===== src/rtl/write_buffer.sv =====
// write_buffer: posted-write FIFO between the data cache write-through port
// and data memory. Writes are acknowledged as soon as they are queued and are
// drained to memory in order; a read miss goes to memory only after every
// earlier write has drained. The memory-side FSM always returns to IDLE
// between transactions, so mem_write and mem_read_miss are never both high.
module write_buffer #(
  parameter int DEPTH = 4,
  parameter int AW    = 32,
  parameter int DW    = 32
) (
  input  logic                     Clk,
  input  logic                     Rst,
  // cache write-through side
  input  logic                     wr_req,
  input  logic [AW-1:0]            wr_addr,
  input  logic [DW-1:0]            wr_data,
  output logic                     wr_ack,
  // cache read-miss side
  input  logic                     rd_req,
  input  logic [AW-1:0]            rd_addr,
  output logic                     rd_ready,
  // data memory side
  output logic [AW-1:0]            mem_address,
  output logic                     mem_write,
  output logic [DW-1:0]            mem_write_data,
  output logic                     mem_read_miss,
  input  logic                     mem_write_ready,
  input  logic                     mem_read_ready,
  // occupancy
  output logic                     full,
  output logic                     empty,
  output logic [$clog2(DEPTH):0]   count
);

  localparam int PW = $clog2(DEPTH);
  localparam int CW = PW + 1;

  typedef enum logic [1:0] {
    IDLE  = 2'b00,
    WRITE = 2'b01,
    READ  = 2'b10
  } state_e;

  // FIFO storage and bookkeeping
  logic [AW-1:0] addr_q [DEPTH];
  logic [DW-1:0] data_q [DEPTH];
  logic [PW-1:0] wr_ptr_q, wr_ptr_d;
  logic [PW-1:0] rd_ptr_q, rd_ptr_d;
  logic [CW-1:0] count_q, count_d;

  // control
  state_e        state_q, state_d;
  logic          wr_ack_q, wr_ack_d;
  logic          push_s;
  logic          pop_s;
  logic          full_s;
  logic          empty_s;

  // registered memory-side outputs, computed from the next state
  logic          mem_write_q, mem_write_d;
  logic          mem_read_miss_q, mem_read_miss_d;
  logic [AW-1:0] mem_address_q, mem_address_d;
  logic [DW-1:0] mem_write_data_q, mem_write_data_d;

  // Occupancy flags come straight from the registered count, so a pop in the
  // same cycle never opens room for a push.
  assign full_s  = (count_q == CW'(DEPTH));
  assign empty_s = (count_q == {CW{1'b0}});

  // A push is taken once per request; the ack cycle itself is blocked so a
  // requester still holding wr_req while it sees the ack is not queued twice.
  assign push_s = wr_req & ~full_s & ~wr_ack_q;

  // The head entry leaves the FIFO when memory completes the write.
  assign pop_s  = (state_q == WRITE) & mem_write_ready & ~empty_s;

  // Next-state logic for pointers, count and write acknowledge.
  always_comb begin
    wr_ptr_d = wr_ptr_q;
    rd_ptr_d = rd_ptr_q;
    count_d  = count_q;
    wr_ack_d = push_s;
    if (push_s) begin
      wr_ptr_d = wr_ptr_q + PW'(1);
    end else begin
      wr_ptr_d = wr_ptr_q;
    end
    if (pop_s) begin
      rd_ptr_d = rd_ptr_q + PW'(1);
    end else begin
      rd_ptr_d = rd_ptr_q;
    end
    case ({push_s, pop_s})
      2'b10:   count_d = count_q + CW'(1);
      2'b01:   count_d = count_q - CW'(1);
      default: count_d = count_q;
    endcase
  end

  // Memory-side FSM: next state plus the output values for that next state.
  always_comb begin
    state_d          = state_q;
    mem_write_d      = 1'b0;
    mem_read_miss_d  = 1'b0;
    mem_address_d    = {AW{1'b0}};
    mem_write_data_d = {DW{1'b0}};

    case (state_q)
      IDLE: begin
        // Pending writes always go first so reads never bypass them.
        if (!empty_s) begin
          state_d = WRITE;
        end else if (rd_req) begin
          state_d = READ;
        end else begin
          state_d = IDLE;
        end
      end
      WRITE: begin
        if (mem_write_ready) begin
          state_d = IDLE;
        end else begin
          state_d = WRITE;
        end
      end
      READ: begin
        if (mem_read_ready) begin
          state_d = IDLE;
        end else begin
          state_d = READ;
        end
      end
      default: begin
        state_d = IDLE;
      end
    endcase

    // The head slot cannot be overwritten while it is being drained: pushes
    // target wr_ptr, which differs from rd_ptr whenever the FIFO is not empty
    // and not full, and a full FIFO accepts no pushes.
    case (state_d)
      WRITE: begin
        mem_write_d      = 1'b1;
        mem_address_d    = addr_q[rd_ptr_d];
        mem_write_data_d = data_q[rd_ptr_d];
      end
      READ: begin
        mem_read_miss_d  = 1'b1;
        mem_address_d    = rd_addr;
      end
      default: begin
        mem_write_d      = 1'b0;
        mem_read_miss_d  = 1'b0;
      end
    endcase
  end

  // State, pointer, count and output registers with synchronous reset.
  always_ff @(posedge Clk) begin
    if (Rst) begin
      state_q          <= IDLE;
      wr_ptr_q         <= {PW{1'b0}};
      rd_ptr_q         <= {PW{1'b0}};
      count_q          <= {CW{1'b0}};
      wr_ack_q         <= 1'b0;
      mem_write_q      <= 1'b0;
      mem_read_miss_q  <= 1'b0;
      mem_address_q    <= {AW{1'b0}};
      mem_write_data_q <= {DW{1'b0}};
    end else begin
      state_q          <= state_d;
      wr_ptr_q         <= wr_ptr_d;
      rd_ptr_q         <= rd_ptr_d;
      count_q          <= count_d;
      wr_ack_q         <= wr_ack_d;
      mem_write_q      <= mem_write_d;
      mem_read_miss_q  <= mem_read_miss_d;
      mem_address_q    <= mem_address_d;
      mem_write_data_q <= mem_write_data_d;
    end
  end

  // FIFO entry storage: cleared on reset, written at wr_ptr on each push.
  always_ff @(posedge Clk) begin
    if (Rst) begin
      for (int i = 0; i < DEPTH; i++) begin
        addr_q[i] <= {AW{1'b0}};
        data_q[i] <= {DW{1'b0}};
      end
    end else if (push_s) begin
      addr_q[wr_ptr_q] <= wr_addr;
      data_q[wr_ptr_q] <= wr_data;
    end
  end

  assign wr_ack         = wr_ack_q;
  assign mem_write      = mem_write_q;
  assign mem_read_miss  = mem_read_miss_q;
  assign mem_address    = mem_address_q;
  assign mem_write_data = mem_write_data_q;
  // The fill is a pass-through of the memory's valid while the read is open.
  assign rd_ready       = (state_q == READ) & mem_read_ready;
  assign full           = full_s;
  assign empty          = empty_s;
  assign count          = count_q;

endmodule


===== config.mk =====
export PLATFORM = sky130hd
export DESIGN_NAME = write_buffer
export DESIGN_NICKNAME = d
export VERILOG_FILES = /design/src/rtl/write_buffer.sv
export SDC_FILE = /design/constraint.sdc
export NUM_CORES = 1
export LEC_CHECK = 0
export CAP_MARGIN = 20
export CORE_MARGIN = 2
export CORE_UTILIZATION = 48
export DETAILED_ROUTE_END_ITERATION = 7
export PLACE_DENSITY = 0.74
export SLEW_MARGIN = 20
export SYNTH_ARGS = -nofsm -noshare
export SYNTH_HDL_FRONTEND = slang
export SYNTH_SLANG_ARGS = --single-unit

===== constraint.sdc =====
create_clock -name Clk -period 3.82 [get_ports Clk]
set_input_delay 0.573 -clock Clk [delete_from_list [all_inputs] [get_ports Clk]]
set_output_delay 0.573 -clock Clk [all_outputs]
set_load 0.01 [all_outputs]

==> flow_metrics.env <==
export IMPL_status="finished, final reports clean"
export IMPL_postPlaceCellArea_um2=18220
export IMPL_drtAntennaViolNets=0
export IMPL_crit_fanout=20
export IMPL_worstPathArrival_ps=3500
export IMPL_fin_skew_ps=15.00
export IMPL_multi_input_area_um2=6372
export IMPL_io_buffer_count=174
export IMPL_setup_viol=0
export IMPL_power_density_nw_per_um2=462.4
export IMPL_synth_edff_count=256
export IMPL_tightest_slew_ps=1001
export IMPL_cts_sink_count=332
export IMPL_cts_hold_fix_buffers=0
export IMPL_start_util_pct=48.38
export IMPL_p_leak_nw=7.350
export IMPL_syn_area_per_cell_um2=12.38
export IMPL_maxSlewHeadroom_pct=33.27
export IMPL_overflow=0
export IMPL_async_flop_share_pct=0
export IMPL_cts_tree="done"
export IMPL_synth_largest_area_cell="edfxtp_1"
export IMPL_grt_max_degree=138
export IMPL_yosysSeqAreaShare_pct=57.19
export IMPL_total_power_mw=8.964
export IMPL_drt_vias_per_instance=6.006
export IMPL_detail_route_first_pass_iterations=5
export IMPL_drive_above_1_share_pct=13.21
export IMPL_drv_cap=0
export IMPL_wl_per_cell_um=21.66
export IMPL_worstHoldStart="addr_q[2][18]$_SDFFCE_PN0P_"
export IMPL_tns_ps=0
export IMPL_layout_min_cycle_time_ps=3080
export IMPL_cts_root_buf="clkbuf_16"
export IMPL_grt_pass1_wl_um=64020
export IMPL_areaGrowthSynthToFinish_pct=20.39
export IMPL_synth_cells=1301
export IMPL_die_h_um=187.2
export IMPL_clockBufferDepth=3
export IMPL_dp_hpwl_um=23170
export IMPL_numCtsBuffers=36
export IMPL_startpoint_type="flop"
export IMPL_clock_fmax_mhz=324.7
export IMPL_fin_crit_sh_pct=80.62
export IMPL_drv_slew=0
export IMPL_hold_path_class="reg -> reg"
export IMPL_die_x_um=187.2
export IMPL_endpoint_kind="flop"
export IMPL_yosys_most_used_dff="edfxtp_1"
export IMPL_yosysWarnings=0
export IMPL_place_congestion=0.7802
export IMPL_clkLatencyLatePin_ps=520
export IMPL_wirelength_um=40930
export IMPL_vias=11351
export IMPL_yosysUniqueCellTypes=51
export IMPL_syn_nets=1408
export IMPL_regArea_um2=9214
export IMPL_grt_use_total_pct=23.17
export IMPL_reg2reg_from="count[2]$_SDFFE_PP0P_"
export IMPL_peakVddDrop_mv=0.3156
export IMPL_synth_top_area_share_pct=47.74
export IMPL_dieArea_um2=35030
export IMPL_cp_required_ps=4240
export IMPL_cts_resized=0
export IMPL_first_iter_violations=985
export IMPL_path_clk_slew_ps=60
export IMPL_critPathKind="reg -> reg"
export IMPL_syn_cell_area_um2=16100
export IMPL_coreArea_um2=33280
export IMPL_hold_viol_final=0
export IMPL_synth_seq_cells=332
export IMPL_antenna_found_initial=4
export IMPL_ctsHtreeMaxLevel=2
export IMPL_finalInstanceArea_um2=19380
export IMPL_fillCellCount=2655
export IMPL_grt_pass1_vias=11845
export IMPL_ios=175
export IMPL_nets=1519
export IMPL_yosys_top_cells_area="edfxtp_1, dfxtp_1, mux4_2"
export IMPL_crit_start="count[2]$_SDFFE_PP0P_"
export IMPL_rsz0062_at_grt="no"
export IMPL_drc=0
export IMPL_cts_setup_buffers=0
export IMPL_fp_row_count=67
[Yosys cell counts, drive strengths merged, types with 2 or more instances]
library cell / number
a21o: 32
a21oi: 5
a22o: 31
a22oi: 31
and2: 130
and3: 160
buf: 30
clkbuf: 99
dfxtp: 76
edfxtp: 256
ha: 4
inv: 9
mux2: 31
mux2i: 2
mux4: 62
nand2: 132
nand2b: 5
nand3: 3
nand3b: 2
nand4: 2
nor2: 14
nor2b: 4
nor3b: 34
o2111ai: 31
o21ai: 65
o22ai: 31
or3: 2
xnor2: 2
xor2: 3
[final cells by class]
| class | instances | share of cell area [%] |
|---|---|---|
| Antenna cell | 4 | 0.05164 |
| Sequential cell | 332 | 47.53 |
| Inverter | 9 | 0.1807 |
| Clock buffer | 50 | 5.235 |
| Timing Repair Buffer | 202 | 10.52 |
| Tap cell | 448 | 2.892 |
| Clock inverter | 14 | 0.7165 |
| Multi-Input combinational cell | 831 | 32.87 |
[through the flow]
stage               std cells  hold WS [ps]  setup slack, ps  util, %
floorplan                1301         454.9            875.1        -
global placement         1822         491.6            740.7    54.75
detailed placement       1822         484.3            631.4    54.75
CTS                      1886         501.3            804.7    58.22
global route             1888         561.4            590.3    58.23
finish                   1890         507.0            740.3    58.25
[placed cells by master, fill, tap and decap left out, types with 4 or more instances in the layout]
| cell type | instances |
|---|---|
| nor3b_1 | 33 |
| a21oi_1 | 5 |
| buf_4 | 21 |
| a22o_1 | 31 |
| mux2_2 | 31 |
| nand2_1 | 132 |
| clkbuf_1 | 9 |
| inv_1 | 7 |
| clkinv_1 | 5 |
| mux4_2 | 62 |
| o2111ai_1 | 31 |
| buf_12 | 7 |
| and2_1 | 130 |
| and3_1 | 160 |
| clkbuf_8 | 4 |
| clkdlybuf4s50_1 | 174 |
| clkinv_2 | 7 |
| o22ai_1 | 31 |
| a21o_1 | 31 |
| nor2_1 | 11 |
| a22oi_1 | 31 |
| edfxtp_1 | 256 |
| dfxtp_1 | 74 |
| diode_2 | 4 |
| ha_1 | 4 |
| clkbuf_16 | 37 |
| o21ai_0 | 65 |
[power breakdown]
group	switching (mW)	internal (mW)	leakage, nW
Combinational	0.663	0.551	3.50
Clock	1.38	2.05	0.569
Sequential	0.138	4.17	3.28
[logic make-up after synthesis]
kind of cell               after synthesis  synth area share [%]
muxes                                   95                 10.96
xor gates and xnor gates                 5                0.2720
adders and majority gates                5                0.4352
buffers and inverters                  138                 3.699
DFF                                    332                 57.19
AOI/OAI and AO/OA                      233                 10.11
and+or+nand+nor                        493                 17.33
[sequential cells by signal, indices dropped and copies added, names as in the netlist]
signal          flops
state_q             2
rd_ptr_q            2
mem_read_miss       1
addr_q            128
data_q            128
count               3
mem_address        32
wr_ptr_q            2
mem_write           1
wr_ack              1
mem_write_data     32
[critical path, cell delays in order (launching register included)]
cell and delay [ps]:
dfxtp_1 350, or3_4 420, inv_1 90, nand2_1 50, mux2i_1 120, nand2b_1 120, inv_1 90, ha_1 220
nor2_1 420, nand3_2 430, buf_4 370, a21o_1 190, o2111ai_1 120
[path summary, 6_finish.rpt]
kind | endpoint | slack [ps] | depth (start not counted)
hold / removal | mem_address[18]$_SDFF_PP0_ | 510 | 2
hold reg to reg | mem_address[18]$_SDFF_PP0_ | 510 | 2
setup reg to reg | mem_address[19]$_SDFF_PP0_ | 740 | 12
setup / recovery | mem_address[19]$_SDFF_PP0_ | 740 | 12
[layer usage]
metal,vias to the layer above,track usage (%),share of wire [%]
met4,2,9.432,3.2
met2,456,39.09,49
met1,5680,29.58,40
met3,81,4.334,7.3
li1,5132,-,-
met5,-,0,0.027
Note: power is estimated with default switching activity, not from simulation.
